--- config.mk ---
export PLATFORM = sky130hd
export DESIGN_NAME = pe_psum_collector
export DESIGN_NICKNAME = d
export VERILOG_FILES = /design/src/rtl/pe_psum_collector.sv
export SDC_FILE = /design/constraint.sdc
export NUM_CORES = 1
export LEC_CHECK = 0
export CAP_MARGIN = 20
export CORE_UTILIZATION = 54
export CTS_BUF_LIST = sky130_fd_sc_hd__clkbuf_2
export CTS_CLUSTER_SIZE = 10
export DETAILED_ROUTE_END_ITERATION = 6
export PLACE_DENSITY = 0.75
export SLEW_MARGIN = 20
export SYNTH_ARGS = -nofsm -noshare
export SYNTH_HDL_FRONTEND = slang
export SYNTH_SLANG_ARGS = --single-unit
--- constraint.sdc ---
create_clock -name clk -period 3.8 [get_ports clk]
set_clock_uncertainty 0.1 [all_clocks]
set_input_delay 0.57 -clock clk [delete_from_list [all_inputs] [get_ports clk]]
set_output_delay 0.57 -clock clk [all_outputs]
set_load 0.05 [all_outputs]
--- src/rtl/pe_psum_collector.sv ---
// Collects PE result rows into a small row FIFO and serialises them lane by lane.
// Latency: a row accepted in cycle N appears as lane 0 in cycle N+1. pe_ready drops when the FIFO is full or the pass quota is met.
// Optional COLLECTOR_RELU_EN: negative lane values are zeroed on push.
module pe_psum_collector #(
    parameter int DEPTH = 4
) (
    input  logic        clk,
    input  logic        rst,
    input  logic        start,
    input  logic [7:0]  row_total,
    input  logic        pe_valid,
    input  logic [15:0] out1,
    input  logic [15:0] out2,
    input  logic [15:0] out3,
    input  logic [15:0] out4,
    output logic        pe_ready,
    output logic        s_valid,
    input  logic        s_ready,
    output logic [15:0] s_data,
    output logic [1:0]  s_lane,
    output logic        s_last,
    output logic        busy,
    output logic        done
);
    localparam int AW = $clog2(DEPTH);
    localparam logic [AW:0] FULL_CNT = (AW+1)'(DEPTH);

    typedef enum logic [1:0] {IDLE, RUN, DONE} state_t;

    state_t                 state_q;
    logic [7:0]             total_q;
    logic [7:0]             rows_in_q;
    logic [7:0]             rows_out_q;
    logic [AW-1:0]          wr_ptr_q;
    logic [AW-1:0]          rd_ptr_q;
    logic [AW:0]            count_q;
    logic [1:0]             lane_q;
    logic [DEPTH-1:0][63:0] mem_q;

    logic [63:0] row_d;
    logic [63:0] head;
    logic        push;
    logic        take;
    logic        pop;
    logic        last_row;

`ifdef COLLECTOR_RELU_EN
    function automatic logic [15:0] relu(input logic [15:0] v);
        return v[15] ? 16'h0000 : v;
    endfunction
    assign row_d = {relu(out4), relu(out3), relu(out2), relu(out1)};
`else
    assign row_d = {out4, out3, out2, out1};
`endif

    assign pe_ready = (state_q == RUN) && (count_q != FULL_CNT) && (rows_in_q < total_q);
    assign push     = pe_valid && pe_ready;
    assign s_valid  = (count_q != '0);
    assign take     = s_valid && s_ready;
    assign pop      = take && (lane_q == 2'd3);
    // 9-bit compare so row_total = 255 cannot wrap
    assign last_row = ({1'b0, rows_out_q} + 9'd1) == {1'b0, total_q};

    assign head   = mem_q[rd_ptr_q];
    assign s_data = s_valid ? head[{lane_q, 4'b0000} +: 16] : 16'h0000;
    assign s_lane = lane_q;
    assign s_last = s_valid && (lane_q == 2'd3) && last_row;
    assign busy   = (state_q != IDLE);
    assign done   = (state_q == DONE);

    // Row storage needs no reset: occupancy alone decides what is valid.
    always_ff @(posedge clk) begin
        if (push) begin
            mem_q[wr_ptr_q] <= row_d;
        end
    end

    always_ff @(posedge clk or posedge rst) begin
        if (rst) begin
            state_q    <= IDLE;
            total_q    <= 8'd0;
            rows_in_q  <= 8'd0;
            rows_out_q <= 8'd0;
            wr_ptr_q   <= '0;
            rd_ptr_q   <= '0;
            count_q    <= '0;
            lane_q     <= 2'd0;
        end else begin
            case (state_q)
                IDLE: begin
                    if (start) begin
                        total_q    <= row_total;
                        rows_in_q  <= 8'd0;
                        rows_out_q <= 8'd0;
                        lane_q     <= 2'd0;
                        state_q    <= (row_total == 8'd0) ? DONE : RUN;
                    end
                end
                RUN: begin
                    if (pop && last_row) begin
                        state_q <= DONE;
                    end
                end
                DONE:    state_q <= IDLE;
                default: state_q <= IDLE;
            endcase

            if (push) begin
                wr_ptr_q  <= wr_ptr_q + 1'b1;
                rows_in_q <= rows_in_q + 8'd1;
            end
            if (take) begin
                lane_q <= lane_q + 2'd1;
            end
            if (pop) begin
                rd_ptr_q   <= rd_ptr_q + 1'b1;
                rows_out_q <= rows_out_q + 8'd1;
            end
            if (push && !pop) begin
                count_q <= count_q + 1'b1;
            end else if (pop && !push) begin
                count_q <= count_q - 1'b1;
            end
        end
    end
endmodule
# Word level (Yosys, flattened, before mapping)
# Cells that the tools add are included.
# word_totals
regBits	291
latch_bits	0
mem_bits_rw	0
mem_bits_ro	0
elab_cells	80
memories	0
# op_classes
n_addsub	8
multipliers	0
div	0
magnitude_cmp	4
n_eq_ne	7
n_shift	1
mux	19
bitwise	0
n_reduce_logical	29
# ops
cell	count
$bwmux 256	1
$bmux 64 s2	1
$demux 64 s2	1
$mux 64	2
$shiftx 64x7->16	1
$mux 8	4
$add 8x1->8 const B	2
$mux 16	1
$reduce_bool 2->1	8
$mux 2	6
$logic_and 1x1->1	11
$reduce_and 2->1	5
$add 8x1->9 const B	1
$eq 9x8->1	1
$logic_not 8->1	1
$lt 8x8->1	1
$add 2x1->2 const B	3
$lt 2x3->1 const B	2
$mux 3	2
$eq 2x2->1 const B	2
$pmux 2 s2	1
$add 3x1->3 const B	1
$ne 3x3->1 const B	1
$reduce_bool 3->1	1
other kinds (7)	8

# Depth between registers and ports, before layout
# Gate-level depths: netlist (run 1).
# depth
word_depth	8
depth_mapped	14
depth_no_buf	13

# Worst setup path before layout (run 1)
# OpenSTA, ideal clock, no wires.
# synth_timing
path_kind	register to register
startpoint	register total_q[7]
endpoint	register mem_q[0] (netlist bit), enable pin
setup_ps	429
arrival_time_ps	3402
required_time_ps	3271
path_slack_ps	-132
stages_incl_launch_ff	8
path_cell_list	dfrtp_1 inv_1 ha_1 a211oi_1 o211ai_1 a21oi_1 o21a_1 and3_1
# synth_via
elab_chain_cells	3
# synth_rtl
element	line	rtl
start: declaration	31	logic [7:0] total_q;
start signal: assignment	92	total_q <= row_total;
$lt 8x8->1	56	assign pe_ready = (state_q == RUN) && (count_q != FULL_CNT) && (rows_in_q < total_q);
$logic_and 1x1->1	56	
named net pe_ready	16	output logic pe_ready,
$logic_and 1x1->1	57	assign push = pe_valid && pe_ready;
end signal: indexed assignment	74	mem_q[wr_ptr_q] <= row_d;
end: declaration	38	logic [DEPTH-1:0][63:0] mem_q;
# The timed path passes the listed nets, and every way through them passes these cells.
# A chain may end at the register's enable or synchronous reset.

# Worst setup path in the final report (run 1)
# layout_timing
startpoint	register rd_ptr_q[0]
endpoint	output port s_data[13]
# layout_via
elab_chain_cells	4
# layout_rtl
element	line	rtl
start: declaration	35	logic [AW-1:0] rd_ptr_q;
start signal: assignment	116	rd_ptr_q <= rd_ptr_q + 1'b1;
$bmux 64 s2	64	assign head = mem_q[rd_ptr_q];
$mux 64 (implied by the code)	64	
$shiftx 64x7->16	65	assign s_data = s_valid ? head[{lane_q, 4'b0000} +: 16] : 16'h0000;
$mux 16	65	
end: declaration	19	output logic [15:0] s_data,
# No other way between the ends. The select of a mux whose other input is x is not followed.

==> impl_metrics.tcl, run 1 <==
set metrics [dict create \
    relSlewSlack_pct 55.95 \
    yosysMostFrequentCell "edfxtp_1" \
    synthArstFlopShare_pct 12.03 \
    r2r_start "total_q[7]$_DFFE_PP0P_" \
    yosys_warnings 0 \
    cts_root_buffer "clkbuf_2" \
    die_area_mm2 0.02255 \
    clock_sinks 291 \
    pre_cts_slack_ns 0.5121 \
    fin_tns_setup_ns 0 \
    synth_edf_count 256 \
    synth_common_cells "256 x edfxtp_1, 80 x mux4_2, 35 x dfrtp_1" \
    vias 6424 \
    crit_type "reg2out" \
    setup_ws_ns 0.1090 \
    grt_pass1_vias 6930 \
    yosys_most_used_dff "edfxtp_1" \
    avgRoutedWirePerCell_um 21.43 \
    numPortBuffers 99 \
    yosysSeqAreaShare_pct 72.25 \
    worst_path_most_repeated_cell "mux4_2" \
    drive_above_1_share_pct 29.99 \
    viasPerCell 5.824 \
    rsz0062_at_grt "true" \
    syn-num-nets 692 \
    wl_um 23640 \
    grt_pass1_wl_um 37000 \
    drt_iter0_markers 381 \
    clkLatencyLatePin_ns 0.85 \
    track_usage_pct 22.42 \
    r2r-end "mem_q[225]$_DFFE_PP_" \
    static-leakage-power_nw 4.941 \
    final-hold-violation-count 0 \
    crit_family "multiplexers" \
    r2r_cells 8 \
    slew_violations 0 \
    hold_path_class "in2reg" \
    cts_tree "done" \
    stdcell_area_mm2 0.01406 \
    cp.required_ns 3.13 \
    yosysUniqueCellTypes 48 \
    rrSetupSlack_ns 0.69 \
    tightest_slew_ns 0.6592 \
    dpl.hpwl_um 14580 \
    detail-route-antenna-nets 0 \
    critPathCaptureType "output pin" \
    core-area_mm2 0.02129 \
    cp.arrival_ns 3.02 \
    total_power_mw 11.41 \
    crit_path_end "s_data[13]" \
    antenna_found_initial 2 \
    powerDensity_mw_per_mm2 811.9 \
    num_rows 53 \
    cts_buffer_depth 3 \
    drc 0 \
    clock.fmax_mhz 270.9 \
    cts_buffers 76 \
    status "complete, no violations" \
    dp.cells 965 \
    overflow 0 \
    cp_num_cells 6 \
    grt_start_max_net_pins 35 \
    clkSlewWorstSetupHoldPaths_ns 0.10 \
    synth_area_mm2 0.01185 \
    ir_drop_mv 0.6798 \
    synth.area.top_cells "edfxtp_1 65%, mux4_2 15%, dfrtp_1 7.4%" \
    cpMaxStageDelayCell "dfrtp_4" \
    yosysTopAreaCellShare_pct 64.86 \
    start_kind "register" \
    yosys.area.top_type "edfxtp_1" \
    period_share_pct 97.13 \
    critical_path.startpoint "rd_ptr_q[0]$_DFFE_PP0P_" \
    fin_nets 864 \
    gp_routability_congestion 0.8886 \
    ys_ff_latch 291 \
    drt_pass1_iterations 5 \
    syn_area_per_cell_um2 19.79 \
    post-route-util_pct 66.04 \
    path_cells "buf_12 -> buf_16 -> mux4_2 -> mux4_2 -> and2_1 -> buf_2" \
    whs_ns 0.2136 \
    htreeDepth 3 \
    die_height_um 150.2 \
    postPlaceCellArea_mm2 0.01329 \
    ios 100 \
    area_delta_synth_final_pct 18.60 \
    syn_inst 599 \
    worst-path-buf-inv 3 \
    period_needed_ns 3.691 \
    final-setup-viol-count 0 \
    fill_cells 1445 \
    cap_violations 0 \
    die_w_um 150.2 \
    fin_cells 1103 \
    max_stage_delay_ns 0.51 \
    initial_utilization_pct 55.68 \
    cp_max_fo 16 \
]
==> per-layer routing <==
metal,vias to the layer above,global-route usage (%),routed length [um]
met5,-,0,0
met4,0,9.141,467
met3,49,5.455,1269
met2,207,36.69,12190
met1,3315,29.07,9714
li1,2853,-,-
==> cell families (layout without fill, tap and decap cells) <==
family,Yosys count,after routing,share of synthesized area (%)
AOI/OAI and AO/OA,49,49,2.776
xor gates and xnor gates,15,15,1.108
adders and majority gates,16,16,1.752
buffers and inverters,44,272,1.752
DFF,291,291,72.25
muxes,90,90,16.15
other,0,1,0
and+or+nand+nor,94,94,4.212
==> power breakdown <==
part           total [mW]  switching (mW)  internal [mW]
Sequential           4.77           0.428           4.35
Combinational        4.57            2.50           2.07
Clock                2.07            1.26          0.810
Total                11.4            4.19           7.23
==> repair_timing <==
| action | 4_1_cts | 5_1_grt |
|---|---|---|
| hold buffers | 1 | 0 |
| cloned | 0 | 1 |
| resized for setup | 31 | 31 |
| setup endpoints to repair | 17 | 18 |
| buffers inserted | 0 | 1 |
| pin swaps | 0 | 0 |
| hold endpoints to repair | 14 | 0 |
==> sequential cells by signal (all words and copies together) (netlist names) <==
signal / count
count_q: 3
mem_q: 256
rd_ptr_q: 2
rows_in_q: 8
rows_out_q: 8
s_lane: 2
state_q: 2
total_q: 8
wr_ptr_q: 2
==> placed cells by master, fill, tap and decap left out, types with 3 or more instances in the layout <==
cell             netlist  final
and3_1                 9      5
a21oi_1                6      6
and2_1                17     16
a31oi_1                5      5
edfxtp_1             256    256
dfrtp_1               35     31
clkdlybuf4s50_1        0     81
mux4_2                80     80
inv_1                 14     14
buf_2                  7      9
buf_12                 0      9
buf_6                  4      7
clkinv_2               0      6
buf_4                  1     12
nor3b_1                3      3
and3_2                 0      4
nor4_1                 3      3
nand3_1               15     14
clkbuf_2               0    100
a211oi_1               3      3
and4_1                 3      3
o21ai_1               13     13
ha_1                  15     14
clkinv_1               0     22
nand2_1               18     18
xnor2_1               10     10
mux2_1                 8      8
nor2_1                14     14
xor2_1                 5      5
o21ai_0                3      3
a211o_1                5      5
==> layout make-up <==
type / instances / area, um2 / share of cell area (%)
timing repair buffer: 122 / 1295 / 9.212
tap: 275 / 344.1 / 2.448
clock buffer: 100 / 500.5 / 3.560
multi-input combinational: 264 / 3097 / 22.03
antenna: 1 / 2.502 / 0.01780
clock inverter: 34 / 185.2 / 1.317
sequential: 291 / 8573 / 60.99
inverter: 16 / 60.06 / 0.4272
==> worst min-delay path by stage <==
stage          cells after the start                   start                      to  slack, ns
2_1_floorplan                      1  count_q[2]$_DFFE_PP0P_  count_q[2]$_DFFE_PP0P_       0.36
3_3_place_gp                       1  count_q[2]$_DFFE_PP0P_  count_q[2]$_DFFE_PP0P_       0.38
3_5_place_dp                       1  count_q[2]$_DFFE_PP0P_  count_q[2]$_DFFE_PP0P_       0.39
4_1_cts                            1                out3[12]    mem_q[172]$_DFFE_PP_       0.15
5_1_grt                            1                out2[12]    mem_q[156]$_DFFE_PP_       0.15
6_report                           1                out4[12]    mem_q[252]$_DFFE_PP_       0.21
Power figures use the tool's default switching activity.
==> run 2: changes to the inputs <==
- CELL_PAD_IN_SITES_DETAIL_PLACEMENT: not set -> 1
- CELL_PAD_IN_SITES_GLOBAL_PLACEMENT: not set -> 1
- CORE_ASPECT_RATIO: not set -> 1.4
- CORE_UTILIZATION: 54 -> 52
- PLACE_DENSITY: 0.75 -> not set
- PLACE_DENSITY_LB_ADDON: not set -> 0.1
- SLEW_MARGIN: 20 -> not set
==> run 2 against run 1 <==
Compared with the run above:
- non-clock buffer count is 20 higher
- utilization fell by 1.5 points
- final cell count is 3.4% higher
- worst hold slack better by 0.026 ns
- clock-buffer cell count up 3
- combinational power is 19% higher
- sequential power barely moved
==> impl_metrics.tcl, run 2 (synthesis results as in run 1) <==
set metrics [dict create \
    drc 0 \
    cts_root_buffer "clkbuf_2" \
    initial_utilization_pct 52.80 \
    clock_sinks 291 \
    dpl.hpwl_um 15760 \
    largest_register_ffs 256 \
    overflow 0 \
    cap_violations 0 \
    crit_type "reg2out" \
    grt_start_max_net_pins 65 \
    rsz0062_at_grt "true" \
    core-area_mm2 0.02245 \
    final-setup-viol-count 0 \
    setup_ws_ns 0.06848 \
    ios 100 \
    ir_drop_mv 0.6816 \
    area_delta_synth_final_pct 22.26 \
    clock.fmax_mhz 268.0 \
    powerDensity_mw_per_mm2 857.9 \
    cts_tree "done" \
    cp.required_ns 3.13 \
    relSlewSlack_pct 51.79 \
    final-hold-violation-count 0 \
    period_needed_ns 3.732 \
    critPathCaptureType "output pin" \
    status "complete, no violations" \
    start_kind "register" \
    gp_routability_congestion 0.7996 \
    viasPerCell 5.741 \
    final-seq-area_mm2 0.008573 \
    fill_cells 2004 \
    detail-route-antenna-nets 0 \
    layout_commonest_cell "edfxtp_1" \
    clkLatencyLatePin_ns 0.89 \
    drt_pass1_iterations 5 \
    clkSlewWorstSetupHoldPaths_ns 0.10 \
    tightest_slew_ns 0.7213 \
    numPortBuffers 99 \
    period_share_pct 98.20 \
    final_cell_mix "256 x edfxtp_1, 103 x clkbuf_2, 81 x clkdlybuf4s50_1, 80 x mux4_2, 31 x dfrtp_1" \
    static-leakage-power_nw 5.156 \
    vias 6551 \
    hold_path_class "in2reg" \
    largest-register "mem_q" \
    fin_nets 879 \
    avgRoutedWirePerCell_um 24.57 \
    drt_iter0_markers 373 \
    num_rows 65 \
    cts_buffers 71 \
    cp_max_fo 7 \
    antenna_found_initial 2 \
    die_height_um 180.6 \
    whs_ns 0.2393 \
    multi_input_area_mm2 0.003127 \
    drive_above_1_share_pct 33.49 \
    pre_cts_slack_ns 0.3636 \
    fin_tns_setup_ns 0 \
    htreeDepth 3 \
    grt_pass1_wl_um 43060 \
    track_usage_pct 25.36 \
    grt_pass1_vias 7479 \
    die_w_um 129.6 \
    slew_violations 0 \
    die_area_mm2 0.02341 \
    cp.arrival_ns 3.06 \
    cts_buffer_depth 3 \
    wl_um 28040 \
]
==> run 2: timing repair <==
| item | 4_1_cts | 5_1_grt |
|---|---|---|
| endpoints found under the hold margin | 13 | 0 |
| buffers inserted | 17 | 2 |
| gates cloned | 4 | 3 |
| hold buffers | 1 | 0 |
| gates resized for setup | 64 | 18 |
| pin swaps | 0 | 1 |
| setup endpoints to repair | 18 | 17 |
==> run 2: layer usage <==
layer,GRT usage [%],wire [um],up-vias
li1,-,-,2873
met4,9.628,516,2
met1,30.98,10840,3404
met2,43.23,14970,228
met5,0,10,-
met3,6.265,1701,44
==> run 2: path summary, 6_finish.rpt <==
kind,startpoint,end,slack (ns),cells after the start
worst max-delay path,rd_ptr_q[0]$_DFFE_PP0P_,s_data[8],0.07,7
worst min-delay path,out3[2],mem_q[226]$_DFFE_PP_,0.24,1
worst max register to register,total_q[7]$_DFFE_PP0P_,mem_q[16]$_DFFE_PP_,0.62,8
worst min register to register,count_q[2]$_DFFE_PP0P_,count_q[2]$_DFFE_PP0P_,0.45,1
max in group asynchronous,rst,rows_out_q[4]$_DFFE_PP0P_,2.61,4
min in group asynchronous,rst,rows_in_q[5]$_DFFE_PP0P_,0.55,4
==> run 2: critical path: stages, from the launching register on <==
cell     delay [ns]
dfrtp_4        0.53
buf_16         0.19
buf_6          0.11
buf_6          0.09
mux4_2         0.51
mux4_2         0.46
and2_4         0.18
buf_8          0.14
==> run 2: per-stage QoR <==
step | utilization (%) | cells | area (um2) | total power [mW]
4_1_cts | 64.11 | 1136 | 14390 | 12.33
2_1_floorplan | - | 599 | 11860 | 7.951
6_report | 64.56 | 1141 | 14490 | 12.43
3_5_place_dp | 59.12 | 988 | 13270 | 9.443
3_3_place_gp | 59.12 | 988 | 13270 | 9.279
5_1_grt | 64.56 | 1141 | 14490 | 13.03
==> run 2: final cells by class <==
cell class	count	share of cell area, %
multi-input cells	264	21.58
clock buffers	103	3.557
flip-flops and latches	291	59.16
diodes	1	0.01727
clock inverters	23	1.278
repair buffers	142	11.40
inverters	16	0.4144
well taps	301	2.599
==> run 2: power by group <==
part | leakage, nW | internal, mW | switching (mW) | total [mW]
combinational | 1.86 | 2.62 | 2.82 | 5.44
sequential | 2.78 | 4.35 | 0.426 | 4.78
clock | 0.519 | 0.939 | 1.27 | 2.21
==> run 3: changes to the inputs <==
- CORE_UTILIZATION: 52 -> 54
- clock period: 3.8 -> 4.4 ns (I/O delays scaled with it)
==> run 3 against run 2 <==
Compared with the run above:
- global-route usage decreased by 0.31 points
- clock-buffer cell count did not move
- worst hold slack worse by 0.0044 ns
- power decreased by 21%
- die area decreased by 3.7%
- critical path type unchanged
- largest cell class unchanged
- largest power group is now registers
- highest routed layer unchanged
==> impl_metrics.tcl, run 3 (synthesis results as in run 1) <==
set metrics [dict create \
    status "complete, no violations" \
    path_cells "inv_1 -> ha_1 -> a211oi_1 -> o211ai_1 -> a21oi_1 -> o21a_1 -> clkdlybuf4s50_1" \
    cpMaxStageDelayCell "clkdlybuf4s50_1" \
    static-leakage-power_nw 4.918 \
    cap_violations 0 \
    overflow 0 \
    cts_buffer_depth 3 \
    max_stage_delay_ns 0.84 \
    num_rows 63 \
    gp_routability_congestion 0.8003 \
    tightest_slew_ns 0.8860 \
    vias 6331 \
    final-seq-area_mm2 0.008572 \
    period_share_pct 95.28 \
    grt_pass1_vias 7364 \
    rsz0062_at_grt "false" \
    largest-register "mem_q" \
    fin_nets 849 \
    clkSlewWorstSetupHoldPaths_ns 0.11 \
    antenna_found_initial 2 \
    dpl.hpwl_um 16670 \
    grt_start_max_net_pins 61 \
    clkLatencyLatePin_ns 0.81 \
    drt_iter0_markers 346 \
    fill_cells 1850 \
    total_power_mw 9.798 \
    hold_buffers 0 \
    area_delta_synth_final_pct 17.61 \
    critical_path.startpoint "total_q[7]$_DFFE_PP0P_" \
    ir_drop_mv 0.4481 \
    critPathCaptureType "output pin" \
    slew_violations 0 \
    largest_register_ffs 256 \
    cp_max_fo 6 \
    cts_tree "done" \
    numPortBuffers 99 \
    clock.fmax_mhz 238.5 \
    cts_root_buffer "clkbuf_2" \
    final-setup-viol-count 0 \
    die_height_um 177.3 \
    viasPerCell 5.750 \
    hold_path_class "in2async" \
    fin_tns_setup_ns 0 \
    cp.arrival_ns 3.43 \
    htreeDepth 3 \
    avgRoutedWirePerCell_um 23.63 \
    relSlewSlack_pct 40.87 \
    crit_type "reg2out" \
    final-hold-violation-count 0 \
    detail-route-antenna-nets 0 \
    cts_buffers 70 \
    drt_pass1_iterations 5 \
    cp.required_ns 3.64 \
    layout_commonest_cell "edfxtp_1" \
    r2r_start "total_q[7]$_DFFE_PP0P_" \
    wl_um 26020 \
    clock_sinks 291 \
    initial_utilization_pct 55.49 \
    final_cell_mix "256 x edfxtp_1, 103 x clkbuf_2, 83 x clkdlybuf4s50_1, 80 x mux4_2, 32 x dfrtp_1" \
    start_kind "register" \
    period_needed_ns 4.193 \
    multi_input_area_mm2 0.003102 \
    drc 0 \
    die_w_um 127.2 \
    drive_above_1_share_pct 26.86 \
    core-area_mm2 0.02136 \
    powerDensity_mw_per_mm2 702.9 \
    track_usage_pct 25.05 \
    die_area_mm2 0.02255 \
    grt_pass1_wl_um 41080 \
    ios 100 \
]
[run 3: report_power, final]
| part | leakage (nW) | internal [mW] | switching (mW) | total, mW |
|---|---|---|---|---|
| registers | 2.78 | 3.76 | 0.406 | 4.16 |
| logic | 1.65 | 1.72 | 2.18 | 3.90 |
| clock network | 0.487 | 0.687 | 1.05 | 1.74 |
| total | 4.92 | 6.16 | 3.64 | 9.80 |
[run 3: layout make-up]
cell class                 count  area share (%)
timing repair buffer         113           8.653
sequential                   291           61.49
antenna                        1         0.01795
inverter                      16          0.4308
tap                          292           2.621
clock inverter                21          0.8348
clock buffer                 103           3.698
multi-input combinational    264           22.25
[run 3: worst paths after layout]
check                      cells after the start                        to  slack (ns)
setup / recovery                               7                  pe_ready        0.21
hold / removal                                 2  rows_in_q[1]$_DFFE_PP0P_        0.23
setup reg to reg                              13    count_q[2]$_DFFE_PP0P_        1.03
hold reg to reg                                1    count_q[2]$_DFFE_PP0P_        0.43
max in group asynchronous                      3    state_q[1]$_DFFE_PP0P_        3.18
min in group clk                               1      mem_q[251]$_DFFE_PP_        0.37
[run 3: metrics by stage]
step | cell area [um2] | setup slack, ns | utilization (%) | hold WS, ns | instances
global route | 13940 | 0.03609 | 65.26 | 0.2436 | 1101
finish | 13940 | 0.2075 | 65.26 | 0.2350 | 1101
global placement | 13290 | 0.6584 | 62.19 | 0.3813 | 975
floorplan | 11850 | 0.4685 | - | 0.3568 | 599
CTS | 13920 | 0.006866 | 65.17 | 0.1852 | 1100
detailed placement | 13290 | 0.5925 | 62.19 | 0.4119 | 975
[run 3: worst max-delay path, delay by kind of cell, from the launching register on]
| family | cells | cell delay [ns] |
|---|---|---|
| buf+inv | 2 | 0.96 |
| fa+ha+maj | 1 | 0.34 |
| compound gates | 4 | 0.94 |
| flops | 1 | 0.42 |
[run 3: repair_timing]
item                       4_1_cts  5_1_grt
resized for setup               11        6
setup endpoints to repair       15        6
buffers inserted                 1        0
cloned                           0        0
[run 3: layer usage]
metal  global-route usage, %  up-vias  part of all wire (%)
li1                        -     2796                     -
met1                   29.58     3327                    38
met2                   44.87      175                    55
met3                   5.457       31                   5.2
met4                   9.524        2                   1.7
met5                       0        -                 0.050
